`config.mk`:
```
export PLATFORM = sky130hd
export DESIGN_NAME = l2_fifo_reader
export DESIGN_NICKNAME = d
export VERILOG_FILES = /design/src/rtl/l2_fifo_reader_pkg.sv /design/src/rtl/l2_fifo_reader.sv
export SDC_FILE = /design/constraint.sdc
export NUM_CORES = 1
export LEC_CHECK = 0
export CORE_MARGIN = 5
export CORE_UTILIZATION = 49
export DETAILED_ROUTE_END_ITERATION = 16
export PLACE_DENSITY = 0.79
export SLEW_MARGIN = 10
export SYNTH_ARGS = -nofsm -noshare
export SYNTH_HDL_FRONTEND = slang
export SYNTH_SLANG_ARGS = --single-unit
```
`constraint.sdc`:
```
create_clock -name clk -period 2.2 [get_ports clk]
set_clock_uncertainty 0.2 [all_clocks]
set_input_delay 0.44 -clock clk [delete_from_list [all_inputs] [get_ports clk]]
set_output_delay 0.44 -clock clk [all_outputs]
set_load 0.05 [all_outputs]
```
`src/rtl/l2_fifo_reader_pkg.sv`:
```
// Shared types and defaults for the L2 FIFO read-side endpoint.
package l2_config_and_types;

   localparam int DATA_WIDTH_DEF  = 32;
   localparam int COUNT_WIDTH_DEF = 16;

   typedef enum logic [1:0] {
      EMPTY = 2'd0,
      ONE   = 2'd1,
      TWO   = 2'd2
   } reader_state_t;

   function automatic logic holds_word(input reader_state_t s);
      return s != EMPTY;
   endfunction

endpackage

```
`src/rtl/l2_fifo_reader.sv`:
```
// Pops a fall-through FIFO into a registered main+skid output stage so that
// fifo_pop never depends combinationally on out_ready; counts delivered words.
module l2_fifo_reader
   import l2_config_and_types::*;
#(
   parameter int DATA_WIDTH  = DATA_WIDTH_DEF,
   parameter int COUNT_WIDTH = COUNT_WIDTH_DEF
) (
   input  logic                   clk,
   input  logic                   rst_n,
   input  logic                   fifo_valid,
   input  logic [DATA_WIDTH-1:0]  fifo_data,
   output logic                   fifo_pop,
   output logic                   out_valid,
   input  logic                   out_ready,
   output logic [DATA_WIDTH-1:0]  out_data,
   input  logic                   flush,
   output logic [COUNT_WIDTH-1:0] delivered_cnt
);

   reader_state_t          state_q, state_d;
   logic [DATA_WIDTH-1:0]  main_q, main_d;
   logic [DATA_WIDTH-1:0]  skid_q, skid_d;
   logic [COUNT_WIDTH-1:0] cnt_q, cnt_d;
   logic                   accept;

   assign out_valid     = holds_word(state_q);
   assign out_data      = main_q;
   assign delivered_cnt = cnt_q;
   assign accept        = out_valid & out_ready;

   // Pop looks only at registered state, fifo_valid and flush; gated low while in reset.
   assign fifo_pop = rst_n & fifo_valid & (flush | (state_q != TWO));

   always_comb begin
      // NOTE: every always_comb output gets a default first so no latch is inferred.
      state_d = state_q;
      main_d  = main_q;
      skid_d  = skid_q;
      cnt_d   = cnt_q + {{(COUNT_WIDTH-1){1'b0}}, accept};

      if (flush) begin
         state_d = EMPTY;
      end else begin
         unique case (state_q)
            EMPTY: begin
               if (fifo_pop) begin
                  state_d = ONE;
                  main_d  = fifo_data;
               end
            end
            ONE: begin
               if (fifo_pop && accept) begin
                  main_d = fifo_data;
               end else if (fifo_pop) begin
                  state_d = TWO;
                  skid_d  = fifo_data;
               end else if (accept) begin
                  state_d = EMPTY;
               end
            end
            TWO: begin
               if (accept) begin
                  state_d = ONE;
                  main_d  = skid_q;
               end
            end
            default: state_d = EMPTY;
         endcase
      end
   end

   // NOTE: data registers are reset too, so out_data is never X after reset.
   always_ff @(posedge clk or negedge rst_n) begin
      if (!rst_n) begin
         state_q <= EMPTY;
         main_q  <= '0;
         skid_q  <= '0;
         cnt_q   <= '0;
      end else begin
         // NOTE: sequential state uses non-blocking assignments only.
         state_q <= state_d;
         main_q  <= main_d;
         skid_q  <= skid_d;
         cnt_q   <= cnt_d;
      end
   end

   a_pop_needs_valid : assert property (@(posedge clk) disable iff (!rst_n)
      fifo_pop |-> fifo_valid);

   a_no_pop_in_two : assert property (@(posedge clk) disable iff (!rst_n)
      (state_q == TWO && !flush) |-> !fifo_pop);

   a_stable_backpressure : assert property (@(posedge clk) disable iff (!rst_n)
      (out_valid && !out_ready && !flush) |=> (out_valid && $stable(out_data)));

endmodule

```
[After elaboration in Yosys (flattened, before gate mapping)]
Index checks and enable logic that the tools add are counted.
Word-level totals
  output and inout bits: 50
  bits of input ports: 37
  word-level logic and storage cells: 39
  bits in registers: 82
Cells by class
  equality and inequality tests: 10
  add/subtract/negate cells: 1
  reduce and logical (&&, ||, !) cells: 7
  multiplexer cells: 11
  bitwise gates (word level): 6
Operators by type and width (count)
  $mux W32: 3
  $pmux W32 S3: 1
  $add A16 B1 Y16: 1
  $mux W2: 6
  $ne A3 B3 Y1 const B: 3
  $ne A2 B2 Y1 const B: 4
  $reduce_and A4 Y1: 2
  $pmux W2 S3: 1
  $reduce_and A5 Y1: 1
  $ne A4 B4 Y1 const B: 1
  $and A1 B1 Y1: 3
  $reduce_bool A3 Y1: 1
  $eq A2 B1 Y1 const B: 1
  $eq A2 B2 Y1 const B: 1
  $logic_not A2 Y1: 1
  $not A1 Y1: 2
  $reduce_bool A2 Y1: 1
  $logic_and A1 B1 Y1: 1
  $or A1 B1 Y1: 1

[Logic depth before layout (Yosys ltp)]
  word-level depth: 7
  gate-level depth with buffers: 8
  depth with buffers taken out: 8

[Least setup slack after synthesis]
OpenSTA, ideal clock, no wires.
  path kind: flip-flop to output port
  start point: register state_q[1]
  end point: output fifo_pop
  buffers on the path: 2
  data arrival time: 1835 ps
  required time: 1560 ps
  stages on the path, launching flop included: 6
  setup slack: -275 ps
  cells stage by stage: dfrtp_1 -> nand2b_1 -> buf_2 -> buf_1 -> nor2_1 -> nor2_1
On the way
  longest elaborated chain between the ends: 3
RTL lines
  start, declared: RTL line l2_fifo_reader.sv:21  | reader_state_t state_q, state_d;
  start signal, assigned: RTL line l2_fifo_reader.sv:82  | state_q <= state_d;
  $ne A2 B2 Y1: RTL line l2_fifo_reader.sv:33  | assign fifo_pop = rst_n & fifo_valid & (flush | (state_q != TWO));
  $or A1 B1 Y1: RTL line l2_fifo_reader.sv:33
  $and A1 B1 Y1: RTL line l2_fifo_reader.sv:33
  end, declared: RTL line l2_fifo_reader.sv:13  | output logic fifo_pop,
No other way between the ends.

[Final worst setup path]
  start point: register main_q[20] (netlist: out_data[20])
  end point: output out_data[20]
RTL lines
  start, declared: RTL line l2_fifo_reader.sv:22  | logic [DATA_WIDTH-1:0] main_q, main_d;
  start signal, assigned: RTL line l2_fifo_reader.sv:83  | main_q <= main_d;
  end, declared: RTL line l2_fifo_reader.sv:16  | output logic [DATA_WIDTH-1:0] out_data,
No word-level cell between the ends.

==> flow_metrics.env <==
export IMPL_run_status="complete, no violations"
export IMPL_grt_use_met1_pct=21.5
export IMPL_drt_iter0_drc=64
export IMPL_synth_seq_cells=82
export IMPL_placementRows=31
export IMPL_final_layout_size_suffix_gt1_share_pct=21.7
export IMPL_drt_vias_per_instance=5.15
export IMPL_hold_buffers=0
export IMPL_synth_cell_area_sq_um=3610
export IMPL_cell_at_the_root_of_the_clock_tree="sky130_fd_sc_hd__clkbuf_8"
export IMPL_layout_cell_area_non_filler_sq_um=4970
export IMPL_synthCells=280
export IMPL_final_setup_viol_count=0
export IMPL_rsz0062_at_grt="yes"
export IMPL_relSlewSlack_pct=34.0
export IMPL_synth_seq_area_share_pct=56.8
export IMPL_achievable_frequency_mhz=465
export IMPL_via_count_of_the_first_global_routing_pass=2644
export IMPL_post_dp_cell_area_sq_um=4620
export IMPL_number_of_distinct_library_cells_after_synthesis=31
export IMPL_cts_sinks=82
export IMPL_total_leakage_power_nw=2.86
export IMPL_die_boundary_width_um=95.8
export IMPL_dominant_cells_by_area_after_synthesis="sky130_fd_sc_hd__dfrtp_1 57%, sky130_fd_sc_hd__mux2_4 12%, sky130_fd_sc_hd__mux2i_1 9.1%"
export IMPL_antenna_cells=0
export IMPL_totalPowerFinal_mw=4.59
export IMPL_worst_setup_path_type="flop to output pin"
export IMPL_critical_path_top_delay_family="buffers and inverters"
export IMPL_gr_total_overflow=0
export IMPL_max_cap_viol_count=0
export IMPL_dieArea_sq_um=9190
export IMPL_final_max_slew_viol_count=0
export IMPL_cts_buffers=9
export IMPL_postRouteWirelength_mm=7.69
export IMPL_dpl_hpwl_mm=5.16
export IMPL_timing_critical_path_slowest_cell_delay_ps=810
export IMPL_post_layout_minimum_cycle_time_ps=2150
export IMPL_busiest_grt_layer="met2"
export IMPL_timing_critical_path_slowest_stage_cell="sky130_fd_sc_hd__clkdlybuf4s50_1"
export IMPL_syn_num_nets=319
export IMPL_worstPathBufferInverterCount=1
export IMPL_route_antenna_remaining_nets=0
export IMPL_gp_congestion=0.804
export IMPL_max_clock_path_buffers=2
export IMPL_start_util_pct=50.1
export IMPL_yosysWarnings=0
export IMPL_fp_dieH_um=95.8
export IMPL_cp_max_fo=2
export IMPL_htree_num_levels=3
export IMPL_avgRoutedWirePerCell_um=16.0
export IMPL_synth_largest_area_cell="sky130_fd_sc_hd__dfrtp_1"
export IMPL_min_path_type="input port to async pin"
export IMPL_layout_area_growth_over_synthesis_pct=37.6
export IMPL_routed_via_count=2476
export IMPL_worst_setup_path_end_kind="output pin"
export IMPL_cts_setup_buffers=0
export IMPL_powerDensity_nw_per_um2=923
export IMPL_vdd_ir_drop_worst_mv=0.457
export IMPL_final_min_period_over_clock_period_pct=97.8
export IMPL_clkTransAtPathRegs_ps=80
export IMPL_clock_tree_from_tritoncts="done"
export IMPL_finalNetCount=416
export IMPL_post_route_drc_count=0
export IMPL_clock_insertion_delay_worst_skew_ps=350
export IMPL_critPathRequiredTime_ps=1560
export IMPL_global_route_usage_sum_pct=17.7
export IMPL_core_area_sq_um=7210
export IMPL_grt_met2_usage_pct=29.0
export IMPL_numPlacedInstances=464
export IMPL_top_level_ports=87
export IMPL_drt_first_pass_iters=4
export IMPL_syn_mean_instance_area_sq_um=12.9
export IMPL_layoutNonFillerInstCount=481
export IMPL_critical_path_startpoint_type="flop"
export IMPL_yosysTopAreaCellShare_pct=56.8
export IMPL_setup_tns_final_ps=0
export IMPL_port_buffer_count=86
export IMPL_grt_first_pass_wirelength_mm=12.4
export IMPL_critical_path_cell_chain="clkdlybuf4s50_1"
export IMPL_grt_antenna_before_repair=0
export IMPL_globalRouteMet3Util_pct=6.65
export IMPL_pin_count_of_the_biggest_net_entering_global_routing=83
export IMPL_cp_arrival_ps=1510
export IMPL_final_hold_violation_count=0
export IMPL_worst_slew_pin_slew_ps=991
==> where the power goes <==
part	switching (mW)	total, mW	internal [mW]
Sequential	0.181	1.96	1.78
Combinational	0.809	1.34	0.535
Clock	0.528	1.28	0.753
==> state kept, by name, summed over array words and instances (netlist names) <==
signal	flops
delivered_cnt	16
out_data	32
skid_q	32
state_q	2
==> timing repair <==
item | in CTS | in global routing
pin swaps | 0 | 1
cloned | 0 | 1
hold endpoints to repair | 0 | 0
resized for setup | 7 | 34
endpoints found under the setup margin | 7 | 57
==> metal layers <==
layer	share of wire, %	vias up
li1	-	1158
met1	44	1245
met2	49	65
met3	6.3	8
met4	1.1	0
met5	0	-
==> logic make-up after synthesis <==
| logic type | after synthesis | share of synthesized area (%) |
|---|---|---|
| flip-flops | 82 | 56.8 |
| multiplexers | 65 | 22.1 |
| AND/OR/NAND/NOR | 65 | 8.14 |
| AO/OA/AOI/OAI | 36 | 5.41 |
| buffers and inverters | 16 | 3.40 |
| XOR/XNOR | 14 | 3.40 |
| adder cells (fa/ha/maj) | 2 | 0.693 |
==> placed cells by master (no fill, tap or decap), types with 3 or more instances in the layout <==
cell,count
sky130_fd_sc_hd__clkdlybuf4s50_1,44
sky130_fd_sc_hd__mux2i_1,33
sky130_fd_sc_hd__dlygate4sd2_1,7
sky130_fd_sc_hd__xnor2_1,8
sky130_fd_sc_hd__buf_4,20
sky130_fd_sc_hd__mux2_4,29
sky130_fd_sc_hd__o21ai_0,32
sky130_fd_sc_hd__buf_12,4
sky130_fd_sc_hd__nand2_1,40
sky130_fd_sc_hd__dlymetal6s2s_1,25
sky130_fd_sc_hd__nor2_1,5
sky130_fd_sc_hd__mux2_2,3
sky130_fd_sc_hd__clkbuf_8,9
sky130_fd_sc_hd__dfrtp_1,82
sky130_fd_sc_hd__bufinv_16,3
sky130_fd_sc_hd__xor2_1,6
sky130_fd_sc_hd__nand3_1,3
==> path summary, 6_finish.rpt <==
| check | startpoint | depth (start not counted) | slack, ps | to |
|---|---|---|---|---|
| worst max register to register | state_q[0]$_DFFE_PN0P_ | 8 | 120 | delivered_cnt[11]$_DFF_PN0_ |
| max in group asynchronous | rst_n | 2 | 1000 | skid_q[16]$_DFFE_PN0P_ |
| worst min-delay path | rst_n | 2 | 180 | out_data[5]$_DFFE_PN0P_ |
| min in group clk | delivered_cnt[15]$_DFF_PN0_ | 1 | 260 | delivered_cnt[15]$_DFF_PN0_ |
| worst max-delay path | out_data[20]$_DFFE_PN0P_ | 1 | 50 | out_data[20] |
| worst min register to register | delivered_cnt[15]$_DFF_PN0_ | 1 | 260 | delivered_cnt[15]$_DFF_PN0_ |
==> cell type report <==
class / count / area [sq um]
fillers: 528 / 2240
flip-flops and latches: 82 / 2050
multi-input cells: 182 / 1490
repair buffers: 101 / 1070
clock buffers: 11 / 131
well taps: 99 / 124
clock inverters: 5 / 103
inverters: 1 / 3.75
==> per-stage QoR <==
stage                     utilization (%)  hold slack (ps)  setup slack, ps
after floorplan                         -            -55.6             22.3
after global placement               64.0              257             -308
after detailed placement             64.0              262             -351
after CTS                            67.1              221             1.03
after global routing                 68.9              256            -7.24
final                                68.9              184             48.2
==> Yosys cell counts (all sizes together) <==
cell type	instances
dfrtp	82
nand2	40
mux2i	33
mux2	32
o21ai	32
buf	12
nor2	8
xnor2	8
xor2	6
nand3	4
clkbuf	3
ha	2
nand2b	2
nand4	2
nor4	2
and2	1
and4	1
inv	1
nor2b	1
nor3	1
o21a	1
o22a	1
o31ai	1
o41a	1
or2	1
or4b	1
or4bb	1
Power figures use the tool's default switching activity.
